`src/rtl/point_stream_out.sv`:
```
// Output stage for the scalar-multiplication datapath: captures the final affine
// point and streams x then y, least-significant word first, over valid/ready.
module point_stream_out #(
  parameter int DATA_W = 64  // must divide 256: 32, 64, 128 or 256
) (
  input  logic              i_clk,
  input  logic              i_rst,
  input  logic              i_start,
  input  logic [254:0]      i_x,
  input  logic [254:0]      i_y,
  output logic [DATA_W-1:0] o_data,
  output logic              o_valid,
  input  logic              i_ready,
  output logic              o_last,
  output logic              o_busy,
  output logic              o_drop
);

  localparam int BEATS = 512 / DATA_W;
  localparam int BW    = (BEATS > 1) ? $clog2(BEATS) : 1;
  localparam logic [BW-1:0] LAST_BEAT = BW'(BEATS - 1);

  typedef enum logic {S_IDLE, S_SEND} state_t;

  state_t            r_state, w_state_next;
  logic [511:0]      r_buf, w_buf_next;
  logic [BW-1:0]     r_beat, w_beat_next;
  logic              r_drop, w_drop_next;
  logic [DATA_W-1:0] w_words [BEATS];
  logic              w_last;
  logic              w_xfer;

  generate
    for (genvar gi = 0; gi < BEATS; gi++) begin : g_word
      assign w_words[gi] = r_buf[gi*DATA_W +: DATA_W];
    end
  endgenerate

  assign w_last = (r_state == S_SEND) && (r_beat == LAST_BEAT);
  assign w_xfer = (r_state == S_SEND) && i_ready;

  always_comb begin
    w_state_next = r_state;
    w_buf_next   = r_buf;
    w_beat_next  = r_beat;
    w_drop_next  = 1'b0;
    case (r_state)
      S_IDLE: begin
        if (i_start) begin
          w_buf_next   = {1'b0, i_y, 1'b0, i_x};
          w_beat_next  = '0;
          w_state_next = S_SEND;
        end
      end
      S_SEND: begin
        if (w_xfer && w_last) begin
          // A start coinciding with the final transfer chains the next point without a bubble.
          w_beat_next = '0;
          if (i_start) begin
            w_buf_next = {1'b0, i_y, 1'b0, i_x};
          end else begin
            w_state_next = S_IDLE;
          end
        end else begin
          if (w_xfer) begin
            w_beat_next = r_beat + BW'(1);
          end
          w_drop_next = i_start;
        end
      end
    endcase
  end

  always_ff @(posedge i_clk) begin
    if (i_rst) begin
      r_state <= S_IDLE;
      r_buf   <= '0;
      r_beat  <= '0;
      r_drop  <= 1'b0;
    end else begin
      r_state <= w_state_next;
      r_buf   <= w_buf_next;
      r_beat  <= w_beat_next;
      r_drop  <= w_drop_next;
    end
  end

  assign o_valid = (r_state == S_SEND);
  assign o_busy  = (r_state == S_SEND);
  assign o_last  = w_last;
  assign o_data  = w_words[r_beat];
  assign o_drop  = r_drop;

endmodule

```
`config.mk`:
```
export PLATFORM = sky130hd
export DESIGN_NAME = point_stream_out
export DESIGN_NICKNAME = d
export VERILOG_FILES = /design/src/rtl/point_stream_out.sv
export SDC_FILE = /design/constraint.sdc
export NUM_CORES = 1
export LEC_CHECK = 0
export CORE_UTILIZATION = 35
export CTS_CLUSTER_SIZE = 20
export DETAILED_ROUTE_END_ITERATION = 10
export PLACE_DENSITY = 0.55
export SETUP_SLACK_MARGIN = 0.1
export SYNTH_ARGS = -nofsm -noshare
export SYNTH_HDL_FRONTEND = slang
export SYNTH_SLANG_ARGS = --single-unit
```
`constraint.sdc`:
```
create_clock -name i_clk -period 5.64 [get_ports i_clk]
set_clock_uncertainty 0.15 [all_clocks]
set_input_delay 0.846 -clock i_clk [delete_from_list [all_inputs] [get_ports i_clk]]
set_output_delay 0.846 -clock i_clk [all_outputs]
set_load 0.02 [all_outputs]
```
==> results summary <==
The cell type of the slowest stage on the worst timing path is sky130_fd_sc_hd__dfxtp_4. The worst endpoint required time is 4.64 ns. The post-route setup TNS is 0 ns. The startpoint identified for the worst register-to-register timing path is r_beat[1]. At the end of routability-driven placement, the weighted congestion stood at 0.7967.

The via count is roughly 19k. The number of buffers and inverters on the critical path came out at 2. The count of final hold-check violations came to 0. The buffer count from post-CTS setup fixing came out at 0. The post-synthesis instance area came out at ~27000 µm².

The flow ran to the end, and the final reports show no timing, DRC or antenna violations. VDD sags by at most between 0.2 and 0.25 mV. Global routing used 19.81% of the available tracks across all layers. After routing the design area is ~35000 µm².

The fraction of the yosys area taken by sequential cells came out at approximately 38%. The cell area reported after detailed placement came out at ~33000 µm². The cell leakage power came out at roughly 0.013 µW. The floorplan die width is 278.7 µm. The latest clock arrival within the worst-skew pair came out at between 0.6 and 0.7 ns. Buffers placed on the I/O ports in this run total between 500 and 600. The core area is approximately 76000 µm². For this run, asynchronously set or reset flops after synthesis account for 0%. The number of CTS-inserted buffers is a little over 60.

The count of cells along the worst hold path came out at 2. The floorplan step defined a die boundary enclosing approximately 80000 µm². The class of the tightest hold or removal check is reg -> reg.

The tree is rooted in a sky130_fd_sc_hd__clkbuf_16. The count of final max-slew check failures was 0. The average vias per placed instance is 4.727.

The sum of net half-perimeters after detailed placement is roughly 55 mm. Measured against its own limit, the worst slew margin works out to roughly 29%. The floorplan has around 100 rows. The number of buffers added to fix hold violations after cts came out at 0. The minimum setup slack among reg-to-reg paths is about 1.8 ns.

The critical path data arrival time came out at between 3 and 4 ns. The worst setup path is of the reg -> out kind. Once the clock tree was built, the resizer swapped 0 gates to a different size.

The iteration count of the initial detailed-routing pass came out at 5. The number of setup violations in the final report is 0. The share of final-layout standard cells stronger than drive strength 1 came out at between 10% and 20%. The vertical die dimension came out at about 280 µm. The area share of the largest cell type after synthesis came out at 38.47%. Entering global routing, the biggest net connects 200 pins. The synthesis-to-finish area growth is 30.83%.

The final cell utilization of the core came out at 46.25%. For this run, the slowest stage of the critical path takes between 0.7 and 0.8 ns. The aggregate global routing overflow came out at 0.

STA classifies the critical path endpoint as an output pin. The unique cell type count in the Yosys netlist came out at 17. Walking the worst path, the cells encountered are buf_4 -> mux4_2 -> mux2_2 -> clkdlybuf4s50_1. The net count of the mapped netlist is approximately 3k. The worst hold path terminates at r_buf[407].

The average detailed-routed wire length per instance is 19.87 µm. The largest total area in the synthesized netlist belongs to sky130_fd_sc_hd__dfxtp_1. The H-tree depth came out at 2.

The number of placed instances with taps included came out at about 3.8k. The total of max-cap violations came out at 0. Power spread over the standard cell area amounts to 273.3 nW/µm². The mean area per synthesized cell came out at around 11 µm². Sorting the synthesized cells by how often they occur yields sky130_fd_sc_hd__nand2b_1, sky130_fd_sc_hd__dfxtp_1, sky130_fd_sc_hd__mux2i_1.

The initial utilization of the core area, before any placement, comes to 35.35%. STA classifies the critical path startpoint as a flop. The number of antenna violations at the first check in global routing came out at 28.

TritonCTS built the clock tree. The count of placed standard cells in the final layout, fillers left out is 3969. The most common cell in the netlist is sky130_fd_sc_hd__nand2b_1. The post-CTS clock slew at the launch and capture registers of the worst setup and hold paths came out at ~0.06 ns. The maximum frequency from static timing analysis came out at between 200 and 250 MHz. Setup repair after global routing left no endpoint under its margin. The worst path in the final design needs a cycle of ~4.3 ns, including I/O delays and setup. The global-route wire length before repair is approximately 120 mm. The family of cells with the greatest summed delay on the critical path is buffers and inverters.

Pin placement for this block handled between 500 and 600 I/O pins. The flip-flop and latch area came out at just over 10000 µm². The number of remaining DRC errors came out at 0. The synthesized design contains 0 enable-type register cells.

Fill cells in the final layout number ~7k. Along the worst path, the maximum fanout reaches 28. The depth of the worst register-to-register path is 8.

The clock passes through at most 3 buffers. The startpoint identified for the worst hold timing path is r_buf[407]. After technology mapping, the gate count stands at about 2.5k. The number of global-route vias before repair is 19.82k. The endpoint identified for the worst register-to-register timing path is r_buf[395]. The flop and latch count out of synthesis came out at slightly above 500. By area the synthesized netlist is led by sky130_fd_sc_hd__dfxtp_1, sky130_fd_sc_hd__nand2b_1, sky130_fd_sc_hd__mux2i_1, sky130_fd_sc_hd__mux4_2, sky130_fd_sc_hd__buf_6.

Summing all multi-input logic gate instances after layout gives roughly 15000 µm². The sink count of the clock tree is 515. Summed over all layers, the routed wires come to between 70 and 80 mm.

The most used flip-flop cell after synthesis is sky130_fd_sc_hd__dfxtp_1. The actual transition at the worst max-transition pin came out at around 1.1 ns. The violation count after the first detailed-routing iteration came out at roughly 1k. The net count of the finished layout is 3437. The number of nets with antenna violations after routing is 0.

The final critical path takes up just under 80% of the cycle. For this run, the number of Yosys warnings is 0.
cell families after synthesis:
logic type               synth area share (%)
AO/OA/AOI/OAI                         0.08402
adder cells (fa/ha/maj)               0.09335
buffers and inverters                   4.832
flip-flops                              38.47
multiplexers                            32.52
AND/OR/NAND/NOR                         24.00
worst reg2reg max path, delay by kind of cell, from the launching register on:
kind,cells,cell delay [ns]
buffers and inverters,3,1.25
adders and majority gates,2,0.39
and+or+nand+nor,1,0.38
AOI/OAI and AO/OA,1,0.20
muxes,1,0.37
DFF,1,0.98
worst max-delay path by stage:
stage | slack (ns) | to | cells past startpoint | from
after global routing | 1.07 | o_data[29] | 4 | r_beat[0]
after global placement | 1.88 | o_data[28] | 4 | r_beat[0]
after CTS | 1.17 | o_data[29] | 4 | r_beat[0]
final | 1.29 | o_data[29] | 4 | r_beat[0]
after floorplan | 3.07 | o_data[45] | 4 | r_beat[0]
after detailed placement | 1.77 | r_buf[395] | 8 | r_beat[1]
layout make-up:
| type | instances | area share [%] |
|---|---|---|
| diodes | 19 | 0.1356 |
| clock buffers | 95 | 5.409 |
| clock inverters | 19 | 0.6494 |
| multi-input cells | 1739 | 43.36 |
| flip-flops and latches | 515 | 29.43 |
| well taps | 978 | 3.490 |
| repair buffers | 604 | 17.52 |
power breakdown:
group          switching (µW)  leakage, µW  internal, µW
Combinational             556      0.00776           871
Sequential                138      0.00423          3870
Clock                    1620      0.00106          2520
Total                    2320       0.0131          7270
cells in the final DEF, fill, tap and decap left out:
| cell type | synthesis | layout |
|---|---|---|
| sky130_fd_sc_hd__clkinv_4 | 0 | 1 |
| sky130_fd_sc_hd__a21boi_0 | 1 | 1 |
| sky130_fd_sc_hd__nor2_1 | 6 | 6 |
| sky130_fd_sc_hd__diode_2 | 0 | 19 |
| sky130_fd_sc_hd__clkbuf_16 | 0 | 63 |
| sky130_fd_sc_hd__nand2b_1 | 1020 | 1020 |
| sky130_fd_sc_hd__nor2b_4 | 0 | 1 |
| sky130_fd_sc_hd__clkinv_2 | 0 | 12 |
| sky130_fd_sc_hd__clkbuf_1 | 121 | 12 |
| sky130_fd_sc_hd__and3b_1 | 2 | 2 |
| sky130_fd_sc_hd__dfxtp_1 | 515 | 512 |
| sky130_fd_sc_hd__inv_6 | 0 | 1 |
| sky130_fd_sc_hd__buf_12 | 0 | 12 |
| sky130_fd_sc_hd__dfxtp_4 | 0 | 3 |
| sky130_fd_sc_hd__clkdlybuf4s50_1 | 0 | 580 |
| sky130_fd_sc_hd__buf_4 | 3 | 11 |
| sky130_fd_sc_hd__buf_8 | 0 | 1 |
| sky130_fd_sc_hd__and2_1 | 1 | 1 |
| sky130_fd_sc_hd__mux2_2 | 64 | 64 |
| sky130_fd_sc_hd__bufinv_16 | 0 | 5 |
| sky130_fd_sc_hd__ha_1 | 2 | 2 |
| sky130_fd_sc_hd__clkbuf_8 | 0 | 20 |
| sky130_fd_sc_hd__mux2i_1 | 513 | 513 |
| sky130_fd_sc_hd__a22oi_1 | 2 | 2 |
| sky130_fd_sc_hd__mux4_2 | 127 | 127 |
metal layers:
metal  share of wire [%]  global-route usage, %  wire length, µm  up-vias
li1                    -                      -                -     9216
met1                  44                  25.35            35020     9052
met2                  49                  33.31            38610      360
met3                 4.1                  3.598             3233      114
met4                 2.4                  6.974             1885       18
met5                0.16                      0              128        -
sequential cells by signal, summed over array words and instances, names as in the netlist:
name    count
o_busy      1
o_drop      1
r_beat      3
r_buf     510
per-stage QoR:
stage	total power [µW]	worst slack (ns)	hold slack, ns
global placement	5498	1.875	0.3051
floorplan	4910	3.071	0.2955
global route	9996	1.067	0.3316
CTS	9723	1.174	0.3198
finish	9583	1.292	0.3184
detailed placement	5523	1.775	0.3072
(Power assumes the default switching activity.)
